### src/rtl/multi_chan_accumulator_pkg.sv
// Shared defaults and width helpers for the multi-channel frame accumulator.
// Every file of the block imports this package, so the defaults live in one place.
package multi_chan_accumulator_pkg;

    localparam int DEF_DATA_WIDTH = 16;
    localparam int DEF_ACC_WIDTH  = 24;
    localparam int DEF_NUM_CH     = 4;
    localparam int DEF_CNT_WIDTH  = 8;
    localparam int DEF_ACCUM_INIT = 0;

    // A single channel still needs a 1-bit channel field on the ports.
    function automatic int ch_width(input int num_ch);
        return (num_ch > 1) ? $clog2(num_ch) : 1;
    endfunction

endpackage

### src/rtl/multi_chan_accumulator_sat_add.sv
// Combinational two's-complement adder that clamps to the signed range.
// ovf is high whenever the exact sum does not fit and has been clamped.
module sat_add
    import multi_chan_accumulator_pkg::*;
#(
    parameter int ACC_WIDTH = DEF_ACC_WIDTH
) (
    input  logic signed [ACC_WIDTH-1:0] a,
    input  logic signed [ACC_WIDTH-1:0] b,
    output logic signed [ACC_WIDTH-1:0] sum,
    output logic                        ovf
);

    localparam logic [ACC_WIDTH-1:0] MAX_VAL = {1'b0, {(ACC_WIDTH-1){1'b1}}};
    localparam logic [ACC_WIDTH-1:0] MIN_VAL = {1'b1, {(ACC_WIDTH-1){1'b0}}};

    logic [ACC_WIDTH:0] wide_sum;

    // One guard bit: overflow shows as a disagreement between the top two bits.
    assign wide_sum = {a[ACC_WIDTH-1], a} + {b[ACC_WIDTH-1], b};
    assign ovf      = wide_sum[ACC_WIDTH] ^ wide_sum[ACC_WIDTH-1];

    always_comb begin
        sum = wide_sum[ACC_WIDTH-1:0];
        if (ovf) begin
            sum = wide_sum[ACC_WIDTH] ? MIN_VAL : MAX_VAL;
        end
    end

endmodule

### src/rtl/multi_chan_accumulator.sv
// Per-channel saturating accumulator: sums samples per channel and emits
// (channel, sum, count, saturated) on in_last through a one-deep output register.
module multi_chan_accumulator
    import multi_chan_accumulator_pkg::*;
#(
    parameter int DATA_WIDTH = DEF_DATA_WIDTH,
    parameter int ACC_WIDTH  = DEF_ACC_WIDTH,
    parameter int NUM_CH     = DEF_NUM_CH,
    parameter int CNT_WIDTH  = DEF_CNT_WIDTH,
    parameter int ACCUM_INIT = DEF_ACCUM_INIT,
    localparam int CH_W      = ch_width(NUM_CH)
) (
    input  logic                         clk,
    input  logic                         rst_n,
    input  logic                         clear,
    input  logic                         in_valid,
    output logic                         in_ready,
    input  logic [CH_W-1:0]              in_ch,
    input  logic signed [DATA_WIDTH-1:0] in_data,
    input  logic                         in_last,
    output logic                         out_valid,
    input  logic                         out_ready,
    output logic [CH_W-1:0]              out_ch,
    output logic signed [ACC_WIDTH-1:0]  out_data,
    output logic [CNT_WIDTH-1:0]         out_count,
    output logic                         out_sat
);

    localparam logic signed [ACC_WIDTH-1:0] INIT_VAL  = ACC_WIDTH'(ACCUM_INIT);
    localparam logic [CH_W:0]               NUM_CH_EXT = (CH_W+1)'(NUM_CH);

    // Channel state banks, one entry per channel, driven from the generate loop.
    logic signed [ACC_WIDTH-1:0] acc_bank [NUM_CH];
    logic [CNT_WIDTH-1:0]        cnt_bank [NUM_CH];
    logic                        sat_bank [NUM_CH];

    logic                        accept;
    logic                        ch_ok;
    logic                        upd;
    logic                        emit;
    logic [CH_W-1:0]             ch_idx;
    logic signed [ACC_WIDTH-1:0] acc_sel;
    logic [CNT_WIDTH-1:0]        cnt_sel;
    logic                        sat_sel;
    logic signed [ACC_WIDTH-1:0] data_ext;
    logic signed [ACC_WIDTH-1:0] acc_next;
    logic                        ovf;
    logic [CNT_WIDTH-1:0]        cnt_next;
    logic                        sat_next;

    logic                        out_valid_reg;
    logic [CH_W-1:0]             out_ch_reg;
    logic signed [ACC_WIDTH-1:0] out_data_reg;
    logic [CNT_WIDTH-1:0]        out_count_reg;
    logic                        out_sat_reg;

    assign in_ready = rst_n && !clear && (!out_valid_reg || out_ready);
    assign accept   = in_valid && in_ready;
    assign ch_ok    = {1'b0, in_ch} < NUM_CH_EXT;
    // Out-of-range channels are swallowed: accepted, but they touch nothing.
    assign upd      = accept && ch_ok;
    assign emit     = upd && in_last;
    assign ch_idx   = ch_ok ? in_ch : '0;

    assign acc_sel  = acc_bank[ch_idx];
    assign cnt_sel  = cnt_bank[ch_idx];
    assign sat_sel  = sat_bank[ch_idx];
    assign data_ext = ACC_WIDTH'(in_data);

    sat_add #(
        .ACC_WIDTH (ACC_WIDTH)
    ) u_sat_add (
        .a   (acc_sel),
        .b   (data_ext),
        .sum (acc_next),
        .ovf (ovf)
    );

    assign cnt_next = (&cnt_sel) ? cnt_sel : cnt_sel + 1'b1;
    assign sat_next = sat_sel | ovf;

    for (genvar gi = 0; gi < NUM_CH; gi++) begin : g_ch
        logic signed [ACC_WIDTH-1:0] acc_reg;
        logic [CNT_WIDTH-1:0]        cnt_reg;
        logic                        sat_reg;
        logic                        hit;

        assign hit = upd && (ch_idx == CH_W'(gi));

        // Emitting a frame hands the totals to the output register and restarts the channel.
        always_ff @(posedge clk) begin
            if (!rst_n || clear || (hit && in_last)) begin
                acc_reg <= INIT_VAL;
                cnt_reg <= '0;
                sat_reg <= 1'b0;
            end else if (hit) begin
                acc_reg <= acc_next;
                cnt_reg <= cnt_next;
                sat_reg <= sat_next;
            end
        end

        assign acc_bank[gi] = acc_reg;
        assign cnt_bank[gi] = cnt_reg;
        assign sat_bank[gi] = sat_reg;
    end

    // A load may coincide with a drain; in_ready already guarantees the slot is free.
    always_ff @(posedge clk) begin
        if (!rst_n) begin
            out_valid_reg <= 1'b0;
            out_ch_reg    <= '0;
            out_data_reg  <= INIT_VAL;
            out_count_reg <= '0;
            out_sat_reg   <= 1'b0;
        end else if (emit) begin
            out_valid_reg <= 1'b1;
            out_ch_reg    <= in_ch;
            out_data_reg  <= acc_next;
            out_count_reg <= cnt_next;
            out_sat_reg   <= sat_next;
        end else if (out_ready) begin
            out_valid_reg <= 1'b0;
        end
    end

    assign out_valid = out_valid_reg;
    assign out_ch    = out_ch_reg;
    assign out_data  = out_data_reg;
    assign out_count = out_count_reg;
    assign out_sat   = out_sat_reg;

endmodule
### config.mk
export PLATFORM = sky130hd
export DESIGN_NAME = multi_chan_accumulator
export DESIGN_NICKNAME = d
export VERILOG_FILES = /design/src/rtl/multi_chan_accumulator_pkg.sv /design/src/rtl/multi_chan_accumulator_sat_add.sv /design/src/rtl/multi_chan_accumulator.sv
export SDC_FILE = /design/constraint.sdc
export NUM_CORES = 1
export LEC_CHECK = 0
export ABC_AREA = 0
export CAP_MARGIN = 20
export CORE_MARGIN = 3
export CORE_UTILIZATION = 53
export CTS_CLUSTER_DIAMETER = 150
export DETAILED_ROUTE_END_ITERATION = 8
export PLACE_DENSITY = 0.86
export SLEW_MARGIN = 20
export SYNTH_ARGS = -nofsm -noshare
export SYNTH_HDL_FRONTEND = slang
export SYNTH_SLANG_ARGS = --single-unit
### constraint.sdc
create_clock -name clk -period 4.28 [get_ports clk]
set_input_delay 1.07 -clock clk [delete_from_list [all_inputs] [get_ports clk]]
set_output_delay 1.07 -clock clk [all_outputs]
set_load 0.005 [all_outputs]
---- Word-level counts from Yosys, hierarchy flattened ----
Index checks and enable logic that the tools add are counted.
operators by class
  equality and inequality tests ........... 3
  reduce and logical (&&, ||, !) cells .... 24
  muxes and demuxes ....................... 14
  bitwise gates (word level) .............. 3
  magnitude comparators ................... 1
  add/subtract/negate cells ............... 2
operator list
  operator               number
  $mux W24               4
  $bmux W24 S2           1
  $add A24 B16 Y25       1
  $mux W8                3
  $bmux W8 S2            1
  $logic_and A1 B1 Y1    12
  $add A8 B1 Y8 const B  1
  $reduce_and A8 Y1      1
  $logic_or A1 B1 Y1     6
  $eq A2 B2 Y1 const B   2
  $mux W1                4
  $ge A3 B3 Y1 const B   1
  $logic_not A1 Y1       3
  $not A2 Y3             1
  $bmux W1 S2            1
  $eq A2 B1 Y1 const B   1
  $logic_not A2 Y1       1
  $reduce_bool A2 Y1     1
  $or A1 B1 Y1           1
  $xor A1 B1 Y1          1
storage, ports and cells
  logic and storage cells ................. 64
  input bits .............................. 24
  register bits ........................... 168
  output and inout bits ................... 37

---- Logic depth before layout (Yosys ltp) ----
Gate-level depths: netlist of run 1.
  depth in word-level cells ............... 7
  depth in mapped cells ................... 15
  gate-level depth less buffers ........... 12

---- By module ----
Synthesis of run 1 repeated with hierarchy kept, for this count alone.
second synthesis, totals
  cell total of the unflattened synthesis .. 1033
  area, all modules ....................... 8694.6 sq um
modules (own cells, without submodules)
  module                  sequential area each (sq um)  times used  area an instance (sq um)  cells each
  multi_chan_accumulator  3363.2                        1           6998.0                    784
  sat_add                 0.0                           1           1696.6                    249

---- Worst setup path before layout of run 1 ----
No wires, ideal clock.
  path type ............................... in2reg
  from .................................... in in_ch[0]
  to ...................................... reg g_ch[1].acc_reg[1]
  stages .................................. 14
  setup slack ............................. -0.144 ns
  buffers on the path ..................... 4
  arrival ................................. 4.291 ns
  cells stage by stage .................... buf_2 buf_1 buf_1 mux4_2 ha_1 a21o_1 a211o_1 o21ai_1 o211ai_4 a21oi_2 mux2i_4 buf_6 a21oi_2 a21oi_1
between the ends
  longest elaborated chain between the ends .. 7
  elaborated cells between the ends (all ways) .. 12
  those cells by class .................... 1 x add/sub; 1 x eq/ne; 5 x mux; 2 x bitwise; 3 x reduce/logical
RTL lines
  element                                           RTL line                                                                    RTL
  from (decl)                                       multi_chan_accumulator.sv:18                                                input logic [CH_W-1:0] in_ch,
  $not A2 Y3 (implied by the code)                  multi_chan_accumulator.sv:65                                                assign acc_sel = acc_bank[ch_idx];
  $bmux W24 S2                                      multi_chan_accumulator.sv:65
  $mux W24 (implied by the code) (2 in a row)       multi_chan_accumulator.sv:65
  $add A24 B16 Y25                                  multi_chan_accumulator_sat_add.sv:20                                        assign wide_sum = {a[ACC_WIDTH-1], a} + {b[ACC_WIDTH-1], b};
  $mux W24 / $xor A1 B1 Y1 (equally long branches)  multi_chan_accumulator_sat_add.sv:26, multi_chan_accumulator_sat_add.sv:21
  $mux W24                                          multi_chan_accumulator_sat_add.sv:25                                        if (ovf) begin
  to (signal assigned)                              multi_chan_accumulator.sv:97                                                acc_reg <= acc_next;
  to (decl)                                         multi_chan_accumulator.sv:83                                                logic signed [ACC_WIDTH-1:0] acc_reg;
Parallel ways exist; a longest one is shown, timed or not. The select of a mux whose other input is x is not followed.
A chain may end at the register's enable or synchronous reset.

---- Worst setup path in the final report of run 1 ----
  from .................................... in in_ch[1]
  to ...................................... reg out_data_reg[21], in the netlist out_data[21]
between the ends
  longest elaborated chain between the ends .. 7
  elaborated cells between the ends (all ways) .. 8
  those cells by class .................... 1 x add/sub; 5 x mux; 2 x bitwise
RTL lines
  element                                           RTL line                                                                    RTL
  $not A2 Y3 (implied by the code) *                multi_chan_accumulator.sv:65
  $bmux W24 S2 *                                    multi_chan_accumulator.sv:65
  $mux W24 (implied by the code) * (2 in a row)     multi_chan_accumulator.sv:65
  $add A24 B16 Y25 *                                multi_chan_accumulator_sat_add.sv:20
  $mux W24 / $xor A1 B1 Y1 (equally long branches)  multi_chan_accumulator_sat_add.sv:26, multi_chan_accumulator_sat_add.sv:21
  $mux W24 *                                        multi_chan_accumulator_sat_add.sv:25
  to (signal assigned)                              multi_chan_accumulator.sv:119                                               out_data_reg <= acc_next;
  to (decl)                                         multi_chan_accumulator.sv:53                                                logic signed [ACC_WIDTH-1:0] out_data_reg;
Mark *: on every way between the ends. The rest lies on a longest branch, timed or not. The select of a mux whose other input is x is not followed.

==> impl_results.md, run 1 <==
- Post-Syn Nets: between 900 and 1000
- P&R area growth vs syn: 20.9%
- Port bufs: 60
- Mapped Area: 8010 µm²
- Cells along the critical path: buf_2, buf_12, mux4_2, ha_1, o211ai_1, o211ai_1, buf_4, a311oi_2, buf_4, nor4bb_1, nor3_1, xnor2_1, a21oi_2, a21oi_1
- Avg WL per Cell: about 19 µm
- I/O pins: 61
- Max Cap Viol: 0
- Critical Path AT: 4.18 ns
- Period utilisation layout: 90.6%
- Vias/cell: 6.15
- RSZ-0062 raised after global routing: no
- CP Max Fanout: 10
- Top Family by Delay on Critical Path: compound AO/OA/AOI/OAI gates
- Total core area: 14600 µm²
- Grt total ovfl: 0
- Status: finished clean
- TritonRoute pass-1 iters: 5
- DR iter-0 viols: between 500 and 600
- Synthesis Warnings: 0
- Max reg flops: 96
- Endpoint type of the worst setup path: flop
- Power density over the cells: between 300 and 400 nW/µm²
- First-pass GRT wire length: 34400 µm
- Register area share after synthesis: between 40% and 50%
- TritonCTS Buffers: 17
- H-tree depth: 4
- Maximum number of pins on one net before global-route repair: 39
- Cts hold-fix bufs: 0
- Critical path startpoint category: primary input
- Hold WS: between 0.4 and 0.5 ns
- CTS root buf: clkbuf_16
- # setup viols final: 0
- CTS tree: done
- Ant. Diodes: 0
- Die Y: approximately 130 µm
- Antenna violations before repair: 0
- Min Tclk post-route: around 3.9 ns
- Fin util: roughly 66%
- Min setup slack post-route: approximately 0.4 ns
- Crit path required time: 4.58 ns
- Fin Setup TNS: 0 ns
- Max VDD drop: between 0.3 and 0.4 mV
- Slowest-stage cell, CP: mux4_2
- Post_cts resized: 0
- Effective utilization at floorplan: between 50% and 60%
- Std-Cell Rows: 44
- Setup bufs post-CTS: 0
- Max incr delay on CP: approximately 0.5 ns
- Worst-path clk slew: 0.06 ns
- Worst slack, placed: 0.0128 ns
- HP Class: flop to flop
- Max clock buf depth: 2
- Final nets: just under 1000
- Commonest non-fill, non-tap cell in the layout: dfxtp_1
- Wirelength, routed: approximately 21000 µm
- Slew Viols, Final: 0
- Fmax: roughly 260 MHz
- DIE AREA: approximately 17000 µm²
- Post-route antenna net violation count: 0
- GP Congestion: approximately 0.93
- Vias in the first global route: roughly 6900
- Vias: 7015
- Hold Fails Final Rpt: 0
- Mean Syn Cell Area: 9.28 µm²
- GRT Util Overall: 26.0%
- WP buf/inv: 4
- CTS sink count: 168
- Leakage: 3.67 nW
- Share of layout cells above drive strength 1: between 15 and 20%
- DRC Markers: 0
- Clk_skew: 0.00930 ns
- Clk Latency, worst-skew pair: 0.44 ns
- Die width: 129 µm
- Post-DP HPWL: about 14000 µm
- Slew @ Worst Pin: 0.760 ns
- Flops & latches, synth: roughly 170
- Worst setup path class: primary input to flop
- Post-Syn Instances: about 860
- Slew headroom: about half
- Most frequent cells in the layout: dfxtp_1 (168), a21oi_1 (160), o21ai_0 (130), buf_4 (63), clkdlybuf4s50_1 (58)
- Distinct cells, synth: 61
Yosys cell counts, drive strengths merged:
cell / n / area share, %
a311oi: 1 / 0.19
xor2: 6 / 0.66
nand2b: 6 / 0.47
and3: 7 / 0.61
or4: 1 / 0.094
a21bo: 1 / 0.13
a31oi: 5 / 0.39
and3b: 1 / 0.11
mux2i: 12 / 1.7
or2: 2 / 0.19
o211ai: 6 / 0.73
nand4: 2 / 0.16
dfxtp: 168 / 42
o21a: 2 / 0.19
inv: 9 / 0.42
o32ai: 1 / 0.11
fa: 1 / 0.25
a21boi: 9 / 0.84
nand3: 6 / 0.38
nand2: 54 / 2.5
o21ai: 132 / 8.3
and2: 4 / 0.31
or3: 3 / 0.23
a211o: 1 / 0.11
o22ai: 1 / 0.078
a211oi: 17 / 1.6
a21o: 8 / 0.75
mux4: 33 / 9.3
nor2b: 6 / 0.47
buf: 18 / 1.5
nor3: 6 / 0.38
ha: 25 / 3.9
nor4bb: 1 / 0.13
and4: 2 / 0.22
a21oi: 185 / 13
nor3b: 3 / 0.34
o221a: 1 / 0.14
clkbuf: 47 / 2.2
xnor2: 15 / 1.7
o21bai: 1 / 0.094
o31ai: 2 / 0.42
o211a: 4 / 0.50
nor2: 48 / 2.4
power by group:
group	switching, W	leakage (nW)	total [W]	internal (W)
Sequential	0.00000981	1.36	0.00159	0.00158
Clock	0.000632	0.266	0.00146	0.000829
Combinational	0.000176	2.05	0.000314	0.000138
Total	0.000818	3.67	0.00337	0.00255
final timing paths:
path / startpoint / end / slack (ns) / depth (start not counted)
worst max-delay path: in_ch[1] / out_data[21] / 0.40 / 14
worst min-delay path: g_ch[3].cnt_reg[6] / g_ch[3].cnt_reg[6] / 0.46 / 2
worst max register to register: g_ch[2].acc_reg[1] / g_ch[1].acc_reg[7] / 1.09 / 12
worst min register to register: g_ch[3].cnt_reg[6] / g_ch[3].cnt_reg[6] / 0.46 / 2
routing by layer:
| metal | GRT usage [%] | up-vias | routed length (µm) |
|---|---|---|---|
| met1 | 33.0 | 3373 | 9210 |
| met4 | 8.89 | 0 | 407 |
| met3 | 5.23 | 44 | 1310 |
| met5 | 0 | - | 0 |
| met2 | 44.4 | 270 | 10400 |
| li1 | - | 3328 | - |
cell type report:
| cell class | count | area (µm²) |
|---|---|---|
| clock buffers | 21 | 460 |
| clock inverters | 10 | 97.6 |
| fillers | 1114 | 4960 |
| inverters | 9 | 33.8 |
| multi-input cells | 621 | 4330 |
| flip-flops and latches | 168 | 3360 |
| well taps | 184 | 230 |
| repair buffers | 128 | 1160 |
logic make-up (layout without fill, tap and decap cells):
group | count (synthesis) | after routing | share of synthesized area, %
buffers and inverters | 74 | 168 | 4.13
adders and majority gates | 26 | 26 | 4.16
xor gates and xnor gates | 21 | 21 | 2.39
muxes | 45 | 45 | 11.0
and+or+nand+nor | 152 | 152 | 9.02
DFF | 168 | 168 | 42.0
AOI/OAI and AO/OA | 377 | 377 | 27.3
worst register-to-register path: cells and delay by family (launching register included):
kind | cells | cell delay, ns
simple gates | 1 | 0.08
mux | 1 | 0.49
compound gates | 7 | 1.54
flops | 1 | 0.33
buf+inv | 2 | 0.32
fa+ha+maj | 1 | 0.31
stage by stage:
| step | area (µm²) | power (W) | std cells |
|---|---|---|---|
| 2_1_floorplan | 8020 | 0.00180 | 863 |
| 3_3_place_gp | 9120 | 0.00193 | 1110 |
| 3_5_place_dp | 9120 | 0.00193 | 1110 |
| 4_1_cts | 9680 | 0.00337 | 1141 |
| 5_1_grt | 9680 | 0.00346 | 1141 |
| 6_report | 9680 | 0.00337 | 1141 |
Note: power is estimated with default switching activity, not from simulation.
==> run 2, diff against run 1 <==
- SKIP_LAST_GASP: not set -> 1
==> results of run 2 <==
No change in the layout: final DEF, timing and power equal those of run 1.
==> run 3, diff against run 2 <==
- CORE_UTILIZATION: 53 -> 63
- PLACE_DENSITY: 0.86 -> 0.95
- SKIP_CTS_REPAIR_TIMING: not set -> 1
- clock period: 4.28 -> 4.7 ns (I/O delays scaled with it)
==> run 3 against run 2 <==
  * Total power shrank 7.3%
  * Critical path depth is the same
  * Sequential power shrank 9%
  * Largest power group unchanged
==> impl_results.md, run 3 (synthesis results as in run 1) <==
- Status: finished clean (unchanged)
- Slew Viols, Final: 0 (unchanged)
- TritonCTS Buffers: 17 (unchanged)
- Commonest non-fill, non-tap cell in the layout: dfxtp_1 (unchanged)
- Cells along the critical path: buf_2, buf_12, mux4_2, ha_1, a211oi_1, o211ai_1, a31oi_1, nor2_1, o21ai_0, o31ai_4, buf_4, buf_4, a21oi_2, a21oi_1 (was buf_2, buf_12, mux4_2, ha_1, o211ai_1, o211ai_1, buf_4, a311oi_2, buf_4, nor4bb_1, nor3_1, xnor2_1, a21oi_2, a21oi_1)
- Fmax: around 240 MHz
- Final nets: 957 (was 995)
- Max incr delay on CP: 0.53 ns (was 0.50 ns)
- Switching Fraction: 24.0% (was 24.3%)
- CTS sink count: 168 (unchanged)
- Slowest-stage cell, CP: mux4_2 (unchanged)
- Endpoint type of the worst setup path: flop (unchanged)
- DIE AREA: 14100 µm² (was 16600 µm²)
- Critical Path AT: 4.48 ns (was 4.18 ns)
- Clk pwr share: 44.9% (was 43.4%)
- Share of layout cells above drive strength 1: 15.4% (was 18.6%)
- Port bufs: 60 (unchanged)
- Most used cell, CP: buf_4
- Total core area: 12200 µm² (was 14600 µm²)
- CTS tree: done (unchanged)
- Wirelength, routed: 21900 µm (was 21300 µm)
- Max Cap Viol: 0 (unchanged)
- Min setup slack post-route: 0.515 ns (was 0.400 ns)
- Reg area: 3360 µm² (unchanged)
- Fillers: 804 (was 1114)
- Hold Fails Final Rpt: 0 (unchanged)
- GP Congestion: 0.958 (was 0.931)
- DR iter-0 viols: 812 (was 559)
- # setup viols final: 0 (unchanged)
- Antenna violations before repair: 0 (unchanged)
- Die width: 119 µm (was 129 µm)
- GRT Util Overall: 31.3% (was 26.0%)
- Maximum number of pins on one net before global-route repair: 65 (was 39)
- Leakage: 3.51 nW (was 3.67 nW)
- Combinational share of power: 8.6% (was 9.3%)
- Slew @ Worst Pin: 0.697 ns (was 0.760 ns)
- Vias/cell: 6.57 (was 6.15)
- WP buf/inv: 4 (unchanged)
- Std-Cell Rows: 40 (was 44)
- TritonRoute pass-1 iters: 5 (unchanged)
- HP Class: flop to flop (unchanged)
- I/O pins: 61 (unchanged)
- Worst setup path class: primary input to flop (unchanged)
- Sequential power share: 46.5% (was 47.3%)
- Max reg flops: 96 (unchanged)
- Post-Place Cells: 1056 (was 1110)
- Sw Pwr: 0.000748 W (was 0.000818 W)
- Avg WL per Cell: 20.2 µm (was 18.7 µm)
- Power density over the cells: 332 nW/µm² (was 348 nW/µm²)
- Int Pwr: 0.00237 W (was 0.00255 W)
- Multi-input gate area: 4340 µm² (was 4330 µm²)
- First-pass GRT wire length: 35500 µm (was 34400 µm)
- Top Family by Delay on Critical Path: compound AO/OA/AOI/OAI gates (unchanged)
- Crit path required time: 4.99 ns (was 4.58 ns)
- CTS root buf: clkbuf_16 (unchanged)
- Clk Latency, worst-skew pair: 0.44 ns (about the same)
- Post-DP HPWL: 13800 µm (was 14200 µm)
- RSZ-0062 raised after global routing: no (unchanged)
- Final Cell Area: 9400 µm² (was 9680 µm²)
- Max VDD drop: 0.241 mV (was 0.309 mV)
- Post-route antenna net violation count: 0 (unchanged)
- Fin Setup TNS: 0 ns (unchanged)
- Vias: 7153 (was 7015)
- Most frequent cells in the layout: dfxtp_1 (168), a21oi_1 (160), o21ai_0 (130), clkdlybuf4s50_1 (58), nand2_1 (54) (was dfxtp_1 (168), a21oi_1 (160), o21ai_0 (130), buf_4 (63), clkdlybuf4s50_1 (58))
- CP Max Fanout: 21 (was 10)
- Critical path startpoint category: primary input (unchanged)
- Worst-path clk slew: 0.06 ns (about the same)
- Worst slack, placed: 0.159 ns (was 0.0128 ns)
- Slew headroom: 53.5% (was 49.1%)
- DRC Markers: 0 (unchanged)
- Vias in the first global route: 7222 (was 6895)
- H-tree depth: 4 (unchanged)
- Fin util: 77.0% (was 66.1%)
- P&R area growth vs syn: 17.4% (was 20.9%)
- Ant. Diodes: 0 (unchanged)
- Effective utilization at floorplan: 65.6% (was 54.7%)
- Flop-to-flop setup slack: 1.36 ns (was 1.09 ns)
- Min Tclk post-route: approximately 4.2 ns
- Grt total ovfl: 0 (unchanged)
- Clk_skew: 0.00982 ns (was 0.00930 ns)
- Die Y: 119 µm (was 129 µm)
- Period utilisation layout: between 80 and 90%
- Dpl cell area: 8800 µm² (was 9120 µm²)
- Fin cells: 1088 (was 1141)
- Max clock buf depth: 2 (unchanged)
run 3: area by class of cell:
type                       instances  share of cell area (%)
timing repair buffer              90                    9.21
clock buffer                      21                    5.00
sequential                       168                    35.8
clock inverter                    11                    1.29
inverter                           9                   0.359
multi-input combinational        621                    46.1
tap                              168                    2.24
run 3: power by group through the flow:
| stage | clock network, W | logic [W] | registers [W] |
|---|---|---|---|
| 2_1_floorplan | 0 | 0.000160 | 0.00148 |
| 6_report | 0.00140 | 0.000268 | 0.00145 |
| 3_5_place_dp | 0 | 0.000258 | 0.00148 |
| 5_1_grt | 0.00146 | 0.000286 | 0.00145 |
| 4_1_cts | 0.00140 | 0.000263 | 0.00145 |
| 3_3_place_gp | 0 | 0.000252 | 0.00148 |
run 3: worst min-delay path: stages (launching register included):
cell and delay, ns:
dfxtp_1 0.31, nand2_1 0.05, a21oi_1 0.05
run 3: path summary, 6_finish.rpt:
kind                    endpoint  cells after the start               start
max reg2reg  g_ch[2].acc_reg[22]                     12  g_ch[3].acc_reg[1]
min reg2reg   g_ch[3].cnt_reg[2]                      2  g_ch[3].cnt_reg[2]
min           g_ch[3].cnt_reg[2]                      2  g_ch[3].cnt_reg[2]
max          g_ch[2].acc_reg[22]                     14            in_ch[1]
run 3: routing by layer:
metal / wire [µm] / track usage, % / vias to the layer above / share of wire (%)
met5: 0 / 0 / - / 0
met4: 735 / 15.1 / 0 / 3.3
met3: 1970 / 8.90 / 70 / 9.0
met2: 10700 / 51.8 / 428 / 49
met1: 8570 / 37.5 / 3417 / 39
li1: - / - / 3238 / -
run 3: stage by stage:
stage	power [W]	hold slack, ns
after detailed placement	0.00174	0.446
final	0.00312	0.457
after CTS	0.00311	0.456
after global placement	0.00173	0.439
after global routing	0.00319	0.478
after floorplan	0.00164	0.429
